<file path="src/rtl/bennett_clock.sv">
// Bennett adiabatic clock generator: PHASES staggered phase clocks,
// a master charge clock and a one-cycle instruction-boundary pulse.
//
// Ports:
//   clk      - system clock, all state moves on its rising edge
//   reset    - asynchronous active-high clear
//   clkp     - positive phase clocks, bit 0 rises first, falls last
//   Mclk     - high during the charge half of each period
//   instFlag - high in the last step of each period
//
// Build option: define BENNETT_IDLE_EN to append one all-low idle
// step after the discharge half (period 2*PHASES+1); instFlag then
// moves to that idle step.

module bennett_clock #(
  parameter int PHASES = 10
) (
  input  logic              clk,
  input  logic              reset,
  output logic [PHASES-1:0] clkp,
  output logic              Mclk,
  output logic              instFlag
);

  // Steps in one period.
`ifdef BENNETT_IDLE_EN
  localparam int L = 2*PHASES + 1;
`else
  localparam int L = 2*PHASES;
`endif

  localparam int SW = $clog2(L);

  typedef logic [SW-1:0] step_t;

  localparam step_t S_LAST = step_t'(L - 1);
  localparam step_t S_DIS  = step_t'(PHASES);
  localparam step_t S_END  = step_t'(2*PHASES - 1);

  generate
    if (PHASES < 2 || PHASES > 32) begin : g_bad
      $error("bennett_clock: PHASES out of range 2..32");
    end
  endgenerate

  // Low n bits set.
  function automatic logic [PHASES-1:0] ramp(input int n);
    logic [PHASES-1:0] m;
    m = '0;
    for (int i = 0; i < PHASES; i++) begin
      m[i] = (i < n);
    end
    return m;
  endfunction

  step_t             s_q;
  step_t             s_d;
  logic [PHASES-1:0] clkp_q;
  logic [PHASES-1:0] clkp_d;
  logic              mclk_q;
  logic              mclk_d;
  logic              inst_q;
  logic              inst_d;
  int                n_hi;

  // Reset parks the counter on the last step so the first edge
  // after release lands on step 0 without a special start state.
  always_comb begin
    s_d    = '0;
    n_hi   = 0;
    clkp_d = '0;
    mclk_d = 1'b0;
    inst_d = 1'b0;

    if (s_q != S_LAST) begin
      s_d = s_q + 1'b1;
    end

    // Charge: s+1 phases high. Discharge: 2P-1-s phases high.
    // Idle step (if built in): nothing high.
    if (s_d < S_DIS) begin
      n_hi = int'(s_d) + 1;
    end else if (s_d <= S_END) begin
      n_hi = 2*PHASES - 1 - int'(s_d);
    end else begin
      n_hi = 0;
    end

    clkp_d = ramp(n_hi);
    mclk_d = (s_d < S_DIS);
    inst_d = (s_d == S_LAST);
  end

  always_ff @(posedge clk or posedge reset) begin
    if (reset) begin
      s_q    <= S_LAST;
      clkp_q <= '0;
      mclk_q <= 1'b0;
      inst_q <= 1'b0;
    end else begin
      s_q    <= s_d;
      clkp_q <= clkp_d;
      mclk_q <= mclk_d;
      inst_q <= inst_d;
    end
  end

  assign clkp     = clkp_q;
  assign Mclk     = mclk_q;
  assign instFlag = inst_q;

endmodule

</file>
<file path="config.mk">
export PLATFORM = sky130hd
export DESIGN_NAME = bennett_clock
export DESIGN_NICKNAME = d
export VERILOG_FILES = /design/src/rtl/bennett_clock.sv
export SDC_FILE = /design/constraint.sdc
export NUM_CORES = 1
export LEC_CHECK = 0
export BUFFER_PORTS_ARGS = -buffer_cell sky130_fd_sc_hd__buf_2
export CORE_UTILIZATION = 50
export DETAILED_ROUTE_END_ITERATION = 8
export GPL_TIMING_DRIVEN = 0
export PLACE_DENSITY_LB_ADDON = 0.08
export SETUP_SLACK_MARGIN = 0.15
export SYNTH_ARGS = -nofsm -noshare
export SYNTH_HDL_FRONTEND = slang
export SYNTH_SLANG_ARGS = --single-unit
</file>
<file path="constraint.sdc">
create_clock -name clk -period 3.9 [get_ports clk]
set_input_delay 0.78 -clock clk [delete_from_list [all_inputs] [get_ports clk]]
set_output_delay 0.78 -clock clk [all_outputs]
set_load 0.005 [all_outputs]
</file>
# After elaboration in Yosys (flattened, before gate mapping)

Index checks and enable logic that the tools add are counted.
Widths: inputs -> output; s select.

Add/sub/neg operators: 3
$lt $le $gt $ge: 12
Eq/ne operators: 2
Multiplexer cells: 3

Operator list:

| cell                | number |
|---|---|
| $lt 4x32->1 const A | 4 |
| $lt 3x32->1 const A | 2 |
| $lt 5x32->1 const A | 2 |
| $mux 32             | 2 |
| $lt 1x32->1 const A | 1 |
| $lt 2x32->1 const A | 1 |
| $add 5x1->6 const B | 1 |
| $sub 5x5->6 const A | 1 |
| $add 5x1->5 const B | 1 |
| $eq 5x5->1 const B  | 1 |
| $le 5x5->1 const B  | 1 |
| $lt 5x4->1 const B  | 1 |
| $mux 5              | 1 |
| $ne 5x5->1 const B  | 1 |

Flip-flop bits (word level): 17
Input bits: 2
Output and inout port bits: 12
Logic and storage cells: 24

# Depth between registers and ports, before layout

Gate-level depths: netlist (run 1).

Depth after elaboration: 6
Mapped depth: 8
Gate-level depth less buffers: 7

# Worst setup path before layout (run 1)

Ideal clock, no wire load.

Path kind: register to register
Start point: reg s_q[1]
End point: reg clkp_q[5], in the netlist clkp[5]
Library setup time: 64 ps
Arrival: 2104 ps
Required time: 3836 ps
Slack: 1731 ps
Stages on the path, launching flop included: 9
Path buffers: 1
Period minus slack after synthesis: 2169 ps
Path through: dfstp_2 ha_1 buf_6 nor2b_4 a22o_1 a211o_4 or4_1 o21ai_2 a21o_1

Word-level cells in the longest chain between the ends: 6
Elaborated cells on any way between the ends: 10
Classes of those cells: 3 x add/sub; 3 x order compare; 1 x eq/ne; 3 x mux

RTL lines:

| element                                          | line   | text |
|---|---|---|
| from (decl)                                      | 56     | `step_t s_q;` |
| from (signal assigned)                           | 96     | `s_q <= S_LAST;` |
| from (signal assigned)                           | 101    | `s_q <= s_d;` |
| $add 5x1->5 / $ne 5x5->1 (equally long branches) | 76, 75 |  |
| $mux 5 (*)                                       | 75     | `if (s_q != S_LAST) begin` |
| $sub 5x5->6 / $le 5x5->1 (equally long branches) | 84, 83 |  |
| $mux 32                                          | 83     | `end else if (s_d <= S_END) begin` |
| $mux 32 (*)                                      | 81     | `if (s_d < S_DIS) begin` |
| $lt 4x32->1 (*)                                  | 51     | `m[i] = (i < n);` |
| via clkp_d[5]                                    | 59     | `logic [PHASES-1:0] clkp_d;` |
| to (signal assigned)                             | 102    | `clkp_q <= clkp_d;` |
| to (decl)                                        | 58     | `logic [PHASES-1:0] clkp_q;` |

Mark *: on every way through the listed nets, which the timed path passes. The rest lies on a longest branch.

# Worst setup path after layout (run 1)

Start point: reg s_q[1]
End point: reg clkp_q[1], in the netlist clkp[1]

Word-level cells in the longest chain between the ends: 6
Elaborated cells on any way between the ends: 10
Classes of those cells: 3 x add/sub; 3 x order compare; 1 x eq/ne; 3 x mux

RTL lines:

| element                                          | line |
|---|---|
| $add 5x1->5 / $ne 5x5->1 (equally long branches) | 76, 75 |
| $mux 5 (*)                                       | 75 |
| $sub 5x5->6 / $le 5x5->1 (equally long branches) | 84, 83 |
| $mux 32                                          | 83 |
| $mux 32 (*)                                      | 81 |
| $lt 2x32->1 (*)                                  | 51 |
| via clkp_d[1]                                    | 59 |

Marked as above.

==> out/summary.txt, run 1 <==
adder-cell share of the synthesized area: 2.71%
setup repair bufs after CTS: 0
largest family of logic cells by synthesized area: compound AO/OA/AOI/OAI gates
FP Rows: 15
Die H: 44.9 um
Residual DRC: 0
ys flop type: dfrtp_1
vias in the first global route: 626
Clock Skews: 0.000464 ns
H-tree depth: 1
first-pass GRT wire length: 2.68 mm
Worst path depth: 8
Detailed Place HPWL: 1.08 mm
Overall Global Routing Usage: 18.4%
Critical Path Start: s_q[1]
Clock Latency Late Sink: 0.28 ns
synthesized netlist cell count: 82
Slew Limit Headroom: 60.0%
Placed Instances: 120
critical path class: reg2reg
Tightest Pin Transition: 0.599 ns
fraction of synthesized area in multiplexers: 2.17%
Port Buf Inserts: 13
Worst Path Required: 4.13 ns
Max stage delay cell, worst path: dfstp_2
WL final: 1.45 mm
routed vias: 656
share of post-route cells with drive strength above 1: 32.3%
drt first-iter violations: 17
CTS Hold Bufs: 0
Data arrival, critical path: 2.56 ns
Cell variety after synth: 41
most frequent cells in the layout: buf_2, dfrtp_1, inv_1
# clock sinks: 17
CTS buffer count: 3
full die area: 2020 um2
total grt overflow: 0
IO Count: 14
Post-CTS Resized: 0
r2r setup slk: 1.56 ns
largest net degree at the start of global routing: 18
Ys Warns: 0
pwr dens: 256 nW/um2
r2r endpoint: clkp[1]
# diodes: 0
final hold violation count: 0
die width: 44.9 um
crit-path cells: ha_1 > buf_6 > nor2b_4 > a22o_1 > a211o_4 > o32ai_4 > or2_4 > or2_1
worst-path fanout max: 10
most common cell after layout, fill and taps aside: buf_2
Syn Nets: 86
Max-cap violations: 0
Async S/R FF share, synth: 100%
Core ar.: 1730 um2
Final setup viols: 0
CTS tree: built
clock root cell: clkbuf_4
status: finished clean
Synth Area in Compound Gates: 24.2%
hold crit path type: in2async
#FFs+latches synth: 17
launch point of the worst reg-to-reg path: s_q[1]
Largest delay share family, worst path: compound AO/OA/AOI/OAI gates
post-route insts no fill: 124
TNS Setup: 0 ns
clock buffer depth: 2
crit-path max cell delay: 0.61 ns
max-slew violations: 0
crit path launch type: flip-flop
nets: 104
Post-Synth XOR/XNOR Area: 1.90%
TritonRoute pass-1 iters: 4
Initial Utilization: 53.4%
antenna violations before repair: 0
CP endpoint kind: flip-flop
EDFF count, synth: 0
r2r worst-path depth: 8
P&R area growth vs syn: 13.3%
FMAX: 428 MHz
Buffers & Inverters on Critical Path: 1
post-DR vias/cell: 5.29
peak supply drop: 254 uV
Final ANT Viol Nets: 0
RSZ-0062 raised after global routing: false
minimum clock period: 2.34 ns
Pleak: 0.000425 uW
Critical Path Sink: clkp[1]
Post-Synth Simple-Gate Area: 15.7%
Reg clk slew, reported paths: 0.08 ns
drt wl/cell: 11.7 um
sequential element share of the synthesized area: 46.5%
synthesized area: 922 um2
fin crit share: 59.9%
GP Congestion: 0.705
Syn Area/Cell: 11.2 um2
synthesized netlist by cell type, drive strengths merged (3+ instances only):
cell type	count	area [um2]
or2	3	21.3
a21o	4	30.0
nand2	3	11.3
dfstp	3	78.8
nor2	4	15.0
dfrtp	14	350
o21ai	4	23.8
o22ai	3	25.0
buf	5	36.3
inv	7	26.3
metal layers:
metal / routed length [um] / GRT usage [%] / up-vias / part of all wire, %
met5: 0 / 0 / - / 0
met4: 25 / 6.06 / 0 / 1.7
met3: 68 / 7.60 / 4 / 4.7
met2: 632 / 27.5 / 23 / 43
met1: 729 / 24.2 / 307 / 50
li1: - / - / 322 / -
worst min path at each step:
stage,startpoint,to,slack (ns),cells past startpoint
3_5_place_dp,s_q[1],s_q[3],0.72,3
5_1_grt,reset,clkp[9],0.60,2
3_3_place_gp,s_q[1],s_q[3],0.72,3
2_1_floorplan,s_q[1],s_q[3],0.65,3
6_report,reset,s_q[3],0.55,2
4_1_cts,reset,clkp[6],0.56,2
sequential cells by signal, summed over array words and instances, names as in the netlist:
signal and count:
instFlag 1, s_q 5, clkp 10, Mclk 1
logic make-up after synthesis:
group	count (synthesis)
AOI/OAI and AO/OA	24
xor gates and xnor gates	2
adders and majority gates	2
buffers and inverters	12
DFF	17
muxes	2
and+or+nand+nor	23
area by class of cell:
type / instances / area (um2)
multi-input cells: 53 / 430
repair buffers: 13 / 65.1
plain buffers: 5 / 36.3
inverters: 7 / 26.3
clock buffers: 4 / 26.3
flip-flops and latches: 17 / 429
well taps: 25 / 31.3
fillers: 143 / 682
through the flow:
| step | hold WS, ns | area (um2) | util, % | total power, uW | setup WS (ns) |
|---|---|---|---|---|---|
| 5_1_grt | 0.604 | 1040 | 60.5 | 280 | 1.42 |
| 6_report | 0.554 | 1040 | 60.5 | 267 | 1.56 |
| 4_1_cts | 0.564 | 1040 | 60.5 | 272 | 1.57 |
| 3_5_place_dp | 0.717 | 1020 | 59.0 | 183 | 1.59 |
| 2_1_floorplan | 0.655 | 922 | - | 182 | 1.73 |
| 3_3_place_gp | 0.724 | 1020 | 59.0 | 183 | 1.61 |
report_power, final:
part | switching (uW) | total, uW | leakage, uW | internal [uW]
clock network | 47.8 | 87.5 | 0.0000150 | 39.7
registers | 0 | 176 | 0.000166 | 176
logic | 3.17 | 3.57 | 0.000245 | 0.406
(Power assumes the default switching activity.)
==> inputs of run 2 (changes only) <==
Settings changed: CORE_UTILIZATION 50 to 49.
Clock period 3.9 ns to 1.9 ns, I/O delays scaled along.
==> run 2 against run 1 <==
The run now ends with negative setup slack left; critical endpoint unchanged; power increased by 110%; worst setup slack got worse by 1.8 ns; sequential power increased by 110%; count of clock-buffer cells in the layout unchanged.
==> out/summary.txt, run 2 (synthesized netlist as in run 1, its figures left out) <==
# clock sinks: 17
sw frac: 20.3%
post-DR vias/cell: 5.20
antenna violations before repair: 0
CTS buffer count: 3
die width: 45.4 um
PnR worst setup slack: -0.259 ns
Final ANT Viol Nets: 0
CTS tree: built
# diodes: 0
nets: 117
WL final: 1.83 mm
RSZ-0062 raised after global routing: true
peak supply drop: 590 uV
most frequent cells in the layout: buf_2, dfrtp_1, buf_4
Tightest Pin Transition: 0.631 ns
r2r endpoint: clkp[1]
Clock Latency Late Sink: 0.28 ns
Initial Utilization: 52.8%
Clock Skews: 0.00198 ns
met1 usage: 28.2%
fin crit share: 114%
Pleak: 0.000506 uW
hold crit path type: in2async
clock root cell: clkbuf_4
Comb pwr share: 1.4%
GR Util met2: 31.7%
final instance area: 1230 um2
GR peak layer: met2
routed vias: 712
FP Rows: 15
drt first-iter violations: 13
r2r worst-path depth: 8
CTS Hold Bufs: 0
status: complete, but fails checks
P&R area growth vs syn: 33.6%
Detailed Place HPWL: 1.13 mm
share of power burned in registers: 64.9%
DP Worst Slack: -0.351 ns
Max-cap violations: 0
vias in the first global route: 654
drt wl/cell: 13.4 um
Residual DRC: 0
CP endpoint kind: flip-flop
Die H: 45.4 um
Core ar.: 1750 um2
worst-path fanout max: 5
Final setup viols: 10
max reg flops: 10
clock buffer depth: 2
pwr dens: 453 nW/um2
crit path launch type: flip-flop
FMAX: 463 MHz
Worst Path Required: 2.13 ns
share of post-route cells with drive strength above 1: 48.2%
total grt overflow: 0
Port Buf Inserts: 13
GP Congestion: 0.719
H-tree depth: 1
Tot Pwr: 558 uW
IO Count: 14
Overall Global Routing Usage: 20.3%
TritonRoute pass-1 iters: 4
r2r setup slk: -0.26 ns
Net Sw Power: 113 uW
critical path class: reg2reg
first-pass GRT wire length: 2.98 mm
launch point of the worst reg-to-reg path: s_q[0]
Reg clk slew, reported paths: 0.09 ns
Int Pwr: 444 uW
Data arrival, critical path: 2.39 ns
final hold violation count: 0
DP Area: 1030 um2
full die area: 2060 um2
Layout Utilization: 70.6%
minimum clock period: 2.16 ns
Fillers: 140
max-slew violations: 0
Slew Limit Headroom: 57.9%
most common cell after layout, fill and taps aside: buf_2
clock share of power: 33.7%
met3 Use GR: 5.95%
failing checks: negative setup slack
largest net degree at the start of global routing: 18
==> run 2: changes by cell type in the layout (fill, tap and decap cells not counted), moves of 2 or more <==
cell,before,now
ha_1,2,0
buf_6,1,5
or4_4,0,2
buf_4,2,11
or4_1,2,0
ha_4,0,2
==> run 2: cell type report <==
class	instances	area (um2)	share of cell area [%]
buffer	5	36.3	2.94
sequential	17	429	34.8
timing repair buffer	26	178	14.4
tap	25	31.3	2.54
clock buffer	4	26.3	2.13
inverter	7	26.3	2.13
multi-input combinational	53	505	41.0
==> run 2: routing by layer <==
layer	wire length (um)	share of wire, %
met5	0	0
met2	905	49
met4	6	0.33
met1	859	47
met3	61	3.3
==> run 2: per-stage QoR <==
step | hold WS [ns] | cells | setup TNS (ns)
2_1_floorplan | 0.304 | 82 | -1.26
3_3_place_gp | 0.468 | 120 | -2.57
3_5_place_dp | 0.482 | 120 | -2.70
4_1_cts | 0.170 | 131 | -2.17
5_1_grt | 0.211 | 137 | -2.75
6_report | 0.162 | 137 | -2.15
==> run 2: worst max-delay path by stage <==
stage | start | endpoint | slack (ns) | depth (start not counted)
2_1_floorplan | s_q[1] | clkp[5] | -0.24 | 8
5_1_grt | s_q[0] | clkp[2] | -0.32 | 8
4_1_cts | s_q[0] | clkp[5] | -0.28 | 8
6_report | s_q[0] | clkp[1] | -0.26 | 8
3_3_place_gp | s_q[1] | clkp[5] | -0.34 | 8
3_5_place_dp | s_q[1] | clkp[5] | -0.35 | 8
==> run 2: critical path, cell delays in order (launching register included) <==
cell and delay [ns]:
dfstp_2 0.57, ha_4 0.13, buf_6 0.11, nor2b_4 0.04
a22o_1 0.23, a211o_4 0.37, o32ai_4 0.37, or2_4 0.19
or2_1 0.10
==> run 2: power by group through the flow <==
stage / Clock (uW) / Sequential (uW) / Combinational (uW)
final: 188 / 362 / 7.71
after CTS: 189 / 362 / 7.99
after global routing: 211 / 362 / 9.54
after detailed placement: 0 / 369 / 8.02
after global placement: 0 / 369 / 7.66
after floorplan: 0 / 369 / 5.40
==> run 2: repair_timing <==
| item | in CTS | in global routing |
|---|---|---|
| endpoints found under the setup margin | 10 | 12 |
| buffers inserted | 7 | 6 |
| pin swaps | 4 | 6 |
| gates resized for setup | 8 | 8 |
==> inputs of run 3 (changes only) <==
Settings changed: CELL_PAD_IN_SITES_DETAIL_PLACEMENT set to 0, CELL_PAD_IN_SITES_GLOBAL_PLACEMENT set to 1, CORE_UTILIZATION 49 to 39, MAX_ROUTING_LAYER set to met4.
Clock period 1.9 ns to 1.8 ns, I/O delays scaled along.
==> run 3 against run 2 <==
The run still ends with negative setup slack left; global-route usage decreased by 0.74 points; power increased by 5.2%; critical path depth grew 1; final area grew 5.0%; hold slack worse by 0.021 ns; maximum frequency decreased by 1.1%; non-clock buffer count increased by 3; count of clock-buffer cells in the layout unchanged; clock power up 5%; combinational power rose by 5.8%; clock skew is 0.0033 ns higher; critical path type unchanged; critical endpoint is now clkp[2].
==> out/summary.txt, run 3 (synthesized netlist as in run 1, its figures left out) <==
RSZ-0062 raised after global routing: true
most frequent cells in the layout: buf_2, dfrtp_1, buf_4
# clock sinks: 17
Final setup viols: 11
vias in the first global route: 714
Data arrival, critical path: 2.36 ns
met2 WL post-DR: 920 um
WL met1: 920 um
Clock Skews: 0.00524 ns
r2r worst-path depth: 9
largest net degree at the start of global routing: 18
Overall Global Routing Usage: 19.6%
highest metal used: met4
Residual DRC: 0
DP Area: 1030 um2
CTS buffer count: 3
FP Rows: 17
CTS tree: built
pwr dens: 454 nW/um2
P&R area growth vs syn: 40.3%
share of post-route cells with drive strength above 1: 53.0%
full die area: 2560 um2
total grt overflow: 0
Detailed Place HPWL: 1.18 mm
nets: 120
routed wl met3: 74 um
Tightest Pin Transition: 0.636 ns
Port Buf Inserts: 13
failing checks: negative setup slack
IO Count: 14
# diodes: 0
post-DR vias/cell: 5.00
Initial Utilization: 41.7%
max reg flops: 10
peak supply drop: 433 uV
Layout Utilization: 58.5%
critical path class: reg2reg
drt wl/cell: 13.5 um
H-tree depth: 1
final instance area: 1290 um2
FMAX: 458 MHz
Reg clk slew, reported paths: 0.09 ns
clock root cell: clkbuf_4
clock buffer depth: 2
Die H: 50.6 um
antenna violations before repair: 0
status: complete, but fails checks
Slew Limit Headroom: 57.5%
launch point of the worst reg-to-reg path: s_q[1]
Worst Path Required: 1.97 ns
Pleak: 0.000529 uW
fin crit share: 121%
GP Congestion: 0.717
first-pass GRT wire length: 3.55 mm
die width: 50.6 um
Core ar.: 2210 um2
routed vias: 715
WL final: 1.93 mm
most common cell after layout, fill and taps aside: buf_2
max-slew violations: 0
PnR worst setup slack: -0.383 ns
CP endpoint kind: flip-flop
Tot Pwr: 587 uW
Max-cap violations: 0
crit path launch type: flip-flop
hold crit path type: in2async
drt first-iter violations: 11
TritonRoute pass-1 iters: 4
Clock Latency Late Sink: 0.28 ns
Critical Path Start: s_q[1]
final hold violation count: 0
minimum clock period: 2.18 ns
worst-path fanout max: 5
Final ANT Viol Nets: 0
## run 3: cell count changes in the layout (fill, tap and decap cells not counted), sizes merged
| cell | previous run | this run |
|---|---|---|
| buf | 31 | 34 |
## run 3: what timing repair did
action | CTS | global route
buffers inserted | 13 | 3
hold buffers | 0 | 0
setup endpoints to repair | 12 | 13
endpoints found under the hold margin | 0 | 0
resized for setup | 15 | 6
pin swaps | 13 | 6
## run 3: layer usage
layer  GRT usage (%)  vias up
li1                -      355
met1            27.5      341
met2            28.7       17
met3            5.45        2
met4            2.78        0
met5               -        -
## run 3: layout make-up
cell class                      instances  area, um2
Buffer                                  5       36.3
Sequential cell                        17        429
Multi-Input combinational cell         53        528
Clock buffer                            4       26.3
Tap cell                               28       35.0
Timing Repair Buffer                   29        213
Fill cell                             192        918
Inverter                                7       26.3
## run 3: critical path, cell delays in order, from the launching register on
cell	delay, ns
dfstp_2	0.57
ha_4	0.13
buf_6	0.11
nor2b_4	0.04
a22o_1	0.23
a211o_4	0.37
buf_6	0.13
mux2i_2	0.18
nor3b_2	0.07
or2_1	0.24
## run 3: worst paths after layout
check / slack [ns] / end
min in group clk: 0.77 / s_q[4]
max in group asynchronous: 1.25 / Mclk
hold / removal: 0.14 / clkp[6]
hold reg to reg: 0.77 / s_q[4]
setup / recovery: -0.38 / clkp[2]
setup reg to reg: -0.38 / clkp[2]
## run 3: power by group
group	total (uW)	internal (uW)	switching (uW)
Combinational	8.16	0.878	7.28
Sequential	382	382	0
Clock	197	86.1	111
## run 3: through the flow
stage	cells	hold WS [ns]	setup WS [ns]	setup TNS [ns]
2_1_floorplan	82	0.284	-0.335	-2.25
3_3_place_gp	123	0.459	-0.467	-3.85
3_5_place_dp	123	0.479	-0.457	-3.68
4_1_cts	140	0.161	-0.372	-2.95
5_1_grt	143	0.200	-0.442	-3.72
6_report	143	0.141	-0.383	-2.93
